$ cat config.mk
export PLATFORM = sky130hd
export DESIGN_NAME = ex_mem_pipe
export DESIGN_NICKNAME = d
export VERILOG_FILES = /design/src/rtl/ex_mem_pipe.sv
export SDC_FILE = /design/constraint.sdc
export NUM_CORES = 1
export LEC_CHECK = 0
export CORE_ASPECT_RATIO = 1.25
export CORE_MARGIN = 2
export CORE_UTILIZATION = 53
export DETAILED_ROUTE_END_ITERATION = 8
export PLACE_DENSITY_LB_ADDON = 0.1
export SLEW_MARGIN = 20
export SYNTH_ARGS = -nofsm -noshare
export SYNTH_HDL_FRONTEND = slang
export SYNTH_SLANG_ARGS = --single-unit
$ cat constraint.sdc
create_clock -name clkEXMEM -period 5.1 [get_ports clkEXMEM]
set_input_delay 0.765 -clock clkEXMEM [delete_from_list [all_inputs] [get_ports clkEXMEM]]
set_output_delay 0.765 -clock clkEXMEM [all_outputs]
set_load 0.05 [all_outputs]
$ cat src/rtl/ex_mem_pipe.sv
// EX/MEM pipeline stage: two-entry elastic buffer (head + skid) carrying the
// EX results into MEM, with branch/jump redirect decode and a stall counter.
module ex_mem_pipe #(
  parameter int unsigned DW  = 32,
  parameter int unsigned RW  = 5,
  parameter int unsigned WBW = 2,
  parameter int unsigned CW  = 16
) (
  input  logic           clkEXMEM,
  input  logic           rstEXMEM,
  input  logic           flush,
  input  logic           in_valid,
  output logic           in_ready,
  input  logic [WBW-1:0] WB2,
  input  logic [2:0]     M2,
  input  logic [DW-1:0]  fAddR,
  input  logic           ZF,
  input  logic [DW-1:0]  fALU,
  input  logic [DW-1:0]  fIDEXrd,
  input  logic [RW-1:0]  fMux5,
  input  logic           jump_in,
  input  logic [DW-1:0]  jaddress_in,
  output logic           out_valid,
  input  logic           out_ready,
  output logic [WBW-1:0] Wb2,
  output logic           Branch,
  output logic           MemRead,
  output logic           MemWrite,
  output logic [DW-1:0]  tMux32,
  output logic           ZFtAND,
  output logic [DW-1:0]  AluRes,
  output logic [DW-1:0]  tWriteData,
  output logic [RW-1:0]  toMEMWB,
  output logic           jump_out,
  output logic [DW-1:0]  jaddress_out,
  output logic           redirect,
  output logic [DW-1:0]  redirect_pc,
  output logic [CW-1:0]  stall_cnt
);

  typedef struct packed {
    logic [WBW-1:0] wb;
    logic           branch;
    logic           mem_read;
    logic           mem_write;
    logic [DW-1:0]  br_tgt;
    logic           zf;
    logic [DW-1:0]  alu;
    logic [DW-1:0]  st_data;
    logic [RW-1:0]  rd;
    logic           jump;
    logic [DW-1:0]  jaddr;
  } entry_t;

  typedef enum logic [1:0] {
    ST_EMPTY = 2'd0,
    ST_ONE   = 2'd1,
    ST_FULL  = 2'd2
  } state_e;

  state_e        state_q, state_d;
  entry_t        head_q, head_d, skid_q, skid_d, in_ent;
  logic [CW-1:0] stall_q, stall_d;
  logic          accept, pop;

  // Pack the incoming EX payload into one entry.
  always_comb begin
    in_ent           = '0;
    in_ent.wb        = WB2;
    in_ent.branch    = M2[0];
    in_ent.mem_read  = M2[1];
    in_ent.mem_write = M2[2];
    in_ent.br_tgt    = fAddR;
    in_ent.zf        = ZF;
    in_ent.alu       = fALU;
    in_ent.st_data   = fIDEXrd;
    in_ent.rd        = fMux5;
    in_ent.jump      = jump_in;
    in_ent.jaddr     = jaddress_in;
  end

  assign accept = in_valid & in_ready;
  assign pop    = out_valid & out_ready;

  // Occupancy state register.
  always_ff @(posedge clkEXMEM) begin
    if (rstEXMEM) state_q <= ST_EMPTY;
    else          state_q <= state_d;
  end

  // Occupancy next state; flush discards everything held.
  always_comb begin
    state_d = state_q;
    unique case (state_q)
      ST_EMPTY: if (accept) state_d = ST_ONE;
      ST_ONE: begin
        if (accept && !pop)      state_d = ST_FULL;
        else if (!accept && pop) state_d = ST_EMPTY;
      end
      ST_FULL:  if (pop) state_d = ST_ONE;
      default:  state_d = ST_EMPTY;
    endcase
    if (flush) state_d = ST_EMPTY;
  end

  // Handshake outputs decoded from state only, so in_ready has no path from out_ready.
  always_comb begin
    in_ready  = (state_q != ST_FULL);
    out_valid = (state_q != ST_EMPTY);
  end

  // Head/skid load selection; payload may go stale across a flush.
  always_comb begin
    head_d = head_q;
    skid_d = skid_q;
    unique case (state_q)
      ST_EMPTY: if (accept) head_d = in_ent;
      ST_ONE: begin
        if (accept && pop)       head_d = in_ent;
        else if (accept && !pop) skid_d = in_ent;
      end
      ST_FULL:  if (pop) head_d = skid_q;
      default:  ;
    endcase
  end

  // Back-pressure counter, saturating, cleared only by reset.
  always_comb begin
    stall_d = stall_q;
    if (out_valid && !out_ready && (stall_q != {CW{1'b1}}))
      stall_d = stall_q + CW'(1);
  end

  // Payload and counter registers.
  always_ff @(posedge clkEXMEM) begin
    if (rstEXMEM) begin
      head_q  <= '0;
      skid_q  <= '0;
      stall_q <= '0;
    end else begin
      head_q  <= head_d;
      skid_q  <= skid_d;
      stall_q <= stall_d;
    end
  end

  // Control fields read as a bubble when empty; data fields show the head register.
  assign Wb2          = out_valid ? head_q.wb : '0;
  assign Branch       = out_valid & head_q.branch;
  assign MemRead      = out_valid & head_q.mem_read;
  assign MemWrite     = out_valid & head_q.mem_write;
  assign jump_out     = out_valid & head_q.jump;
  assign tMux32       = head_q.br_tgt;
  assign ZFtAND       = head_q.zf;
  assign AluRes       = head_q.alu;
  assign tWriteData   = head_q.st_data;
  assign toMEMWB      = head_q.rd;
  assign jaddress_out = head_q.jaddr;
  assign stall_cnt    = stall_q;

  // Jump wins over a taken branch.
  assign redirect    = out_valid & (head_q.jump | (head_q.branch & head_q.zf));
  assign redirect_pc = jump_out ? head_q.jaddr : head_q.br_tgt;

endmodule

==> results.yml <==
outcome:
  status: "finished clean"
placed_design:
  numPortBuffers: 335
  dpl.hpwl_mm: 21.25
  pre_cts_ws_ns: 1.783
  gp_congestion: 0.8050
grt:
  grt_max_degree: 159
  grt_pass1_vias: 10379
  grt_use_total: 0.2500
  grt_pass1_wl_mm: 53.53
  overflow: 0
  antenna_found_initial: 4
hold_path:
  min_from: "skid_q[138]$_SDFFE_PP0P_"
  holdPathStages: 2
  holdPathEnd: "skid_q[138]$_SDFFE_PP0P_"
  hold_path_class: "reg2reg"
pwr:
  irDropWorstVdd_uv: 293.4
  p_int_mw: 4.215
  pwr-share-clk: 0.386
  pwr-share-seq: 0.431
  p_leak_nw: 5.984
  combPwrFrac: 0.183
  p_per_area_nw_per_um2: 354.2
  swShare: 0.2814
  switchingPower_mw: 1.651
setup_path:
  crit_fanout: 31
  ff2ff_path_depth: 9
  r2r-start: "state_q[1]$_SDFFE_PP0P_"
  startpoint_type: "register"
  r2r-end: "skid_q[24]$_SDFFE_PP0P_"
  r2r_setup_slack_ns: 1.86
  critPathRequiredTime_ns: 4.34
  end_kind: "primary output"
  arrival_ns: 3.09
  path_class: "reg2out"
final_layout:
  area_delta_synth_final_pct: 26.14
  multiInputGateArea_sq_um: 5619
  nets: 1945
  post-route-util: 0.6781
  seqCellArea_sq_um: 5966
  drive_gt1_frac: 0.05889
  n_fill_cell: 2029
yosys:
  synth_top_family_by_area: "simple AND/OR/NAND/NOR gates"
  yosysWarningCount: 0
  synthDistinctLibCells: 33
  synth_fa_ha_area_frac: 0.003812
  synthFlopType: "dfxtp_1"
  synthCells: 1686
  synth_compound_area_frac: 0.1610
  synthesis.nets: 1835
  yosys.area_share.simple: 0.2281
  netlist.area_leader.share: 0.4544
  synthTopCellsByArea: "dfxtp_1, nand2_1, a311oi_1, buf_4, a21oi_1"
  synth-seq-area-share: 0.4544
  async_reset_ff_frac: 0
  synthesis.area_sq_um: 13130
  synth_largest_area_cell: "dfxtp_1"
  synth_mux_area_frac: 0.03231
  synth_xor_area_frac: 0
  synth_edf_count: 0
  avgSynthCellArea_sq_um: 7.787
  synth.ff_latch_count: 298
floorplanning:
  dieArea_sq_um: 26050
  core_area_sq_um: 24420
  ios: 336
  initial_core_util: 0.5376
  rows: 64
  dieHeight_um: 180.0
  dieWidth_um: 144.8
clock_network:
  cts_root_buffer: "clkbuf_16"
  htreeDepth: 1
  clk_path_buf_depth: 3
  ctsResizeCount: 0
  cts_tree: "done"
  post_cts_buffers: 0
  cts_buffers: 30
  cts_num_sinks: 298
  clk-insertion-delay-late_ns: 0.54
  path_clk_slew_ns: 0.06
  ctsHoldBuffers: 0
timing:
  hold_viol: 0
  period_needed_ns: 3.858
  slew_headroom: 0.2626
  finClkSkew_ns: 0.005938
  final.setup.worst_slack_ns: 1.242
  fmax_ghz: 0.2592
  worst_pin_slew_ns: 1.106
  whs_ns: 0.4524
  timing.final.crit_share: 0.7564
  drv_slew: 0
  setup_violations: 0
  rsz0062_at_grt: "no"
  fin_setup_tns_ns: 0
routing:
  route.detailed.drc: 0
  viasPerCell: 5.417
  dr.pass1.iters: 5
  drt_iter0_drc: 711
  wl_met1_mm: 13.86
  num_vias: 11641
  routed_wirelength_mm: 34.48
  top_layer: "met5"
  route.met2.wl_mm: 16.78
  wl_met3_mm: 2.747
  avgRoutedWirePerCell_um: 16.04
  ant_nets: 0
flow_run:
  maxCapViolations: 0
[power groups by stage]
stage | combinational, mW | clock, mW | sequential [mW]
floorplan | 0.805 | 0 | 2.55
global placement | 1.06 | 0 | 2.58
detailed placement | 1.07 | 0 | 2.58
CTS | 1.08 | 2.30 | 2.53
global route | 1.14 | 2.41 | 2.54
finish | 1.07 | 2.26 | 2.53
[stage by stage]
stage | cell area (sq um) | power, mW | cells
3_3_place_gp | 15530 | 3.643 | 2094
5_1_grt | 16560 | 6.086 | 2149
3_5_place_dp | 15530 | 3.656 | 2094
2_1_floorplan | 13130 | 3.357 | 1686
4_1_cts | 16560 | 5.909 | 2147
6_report | 16560 | 5.866 | 2149
[final cells by class]
class,count,area share
Inverter,5,0.001284
Clock buffer,44,0.05462
Tap cell,330,0.02493
Sequential cell,298,0.3602
Timing Repair Buffer,347,0.2119
Antenna cell,2,0.0003022
Multi-Input combinational cell,1114,0.3393
Clock inverter,9,0.007404
[sequential cells by signal, indices dropped and copies added, names as in the netlist]
signal and count:
jaddress_out 32, skid_q 140, stall_cnt 16, state_q 2
ZFtAND 1, head_q 6, tMux32 32, tWriteData 32
toMEMWB 5, AluRes 32
[synth_stat cells, drive strengths merged, types with 3 or more instances]
cell and instances:
a311oi 140, mux2 35, or2 4, nor2b 4, nand4 4, nand2 569
nor3 3, nor2 147, inv 5, buf 170, nor4 3, and2 6
a21oi 154, or4 10, clkbuf 99, o31ai 8, nand3 6, ha 4
o21ai 3, dfxtp 298, mux2i 3
[cells by family (layout without fill, tap and decap cells)]
kind of cell / Yosys count / after routing
AOI/OAI and AO/OA: 309 / 309
adders and majority gates: 4 / 4
buffers and inverters: 274 / 405
DFF: 298 / 298
muxes: 38 / 38
other: 0 / 2
and+or+nand+nor: 763 / 763
[cells in the final DEF (no fill, tap or decap), types with 3 or more instances in the layout]
master,instances
mux2_2,35
clkbuf_8,9
clkbuf_1,5
nand4_1,4
a21oi_1,154
ha_1,4
or2_2,3
clkbuf_16,31
buf_4,7
clkinv_2,5
buf_12,5
bufinv_16,3
nor3_1,3
nor2_1,146
dfxtp_1,298
inv_1,4
and2_1,6
clkdlybuf4s50_1,334
nor2b_1,3
nand3_1,6
o31ai_1,8
o21ai_0,3
mux2i_1,3
a311oi_1,140
or4_1,10
nand2_1,569
[worst max-delay path: stages, from the launching register on]
cell,delay (ns)
dfxtp_1,0.43
or2_2,0.43
nand2_1,0.15
buf_4,0.40
mux2_2,0.40
clkdlybuf4s50_1,0.71
[routing by layer]
metal	up-vias	GRT usage
li1	5753	-
met1	5448	0.3195
met2	378	0.4128
met3	60	0.05567
met4	2	0.08816
met5	-	0
[how the worst max path moves through the flow]
stage	start	to	slack, ns	cells after the start
floorplan	state_q[0]$_SDFFE_PP0P_	redirect	2.02	7
global placement	out_ready	skid_q[39]$_SDFFE_PP0P_	1.86	8
detailed placement	state_q[1]$_SDFFE_PP0P_	redirect_pc[10]	1.78	5
CTS	state_q[1]$_SDFFE_PP0P_	redirect_pc[10]	1.18	5
global route	state_q[1]$_SDFFE_PP0P_	redirect_pc[10]	1.11	5
finish	state_q[1]$_SDFFE_PP0P_	redirect_pc[10]	1.24	5
Power figures use the tool's default switching activity.
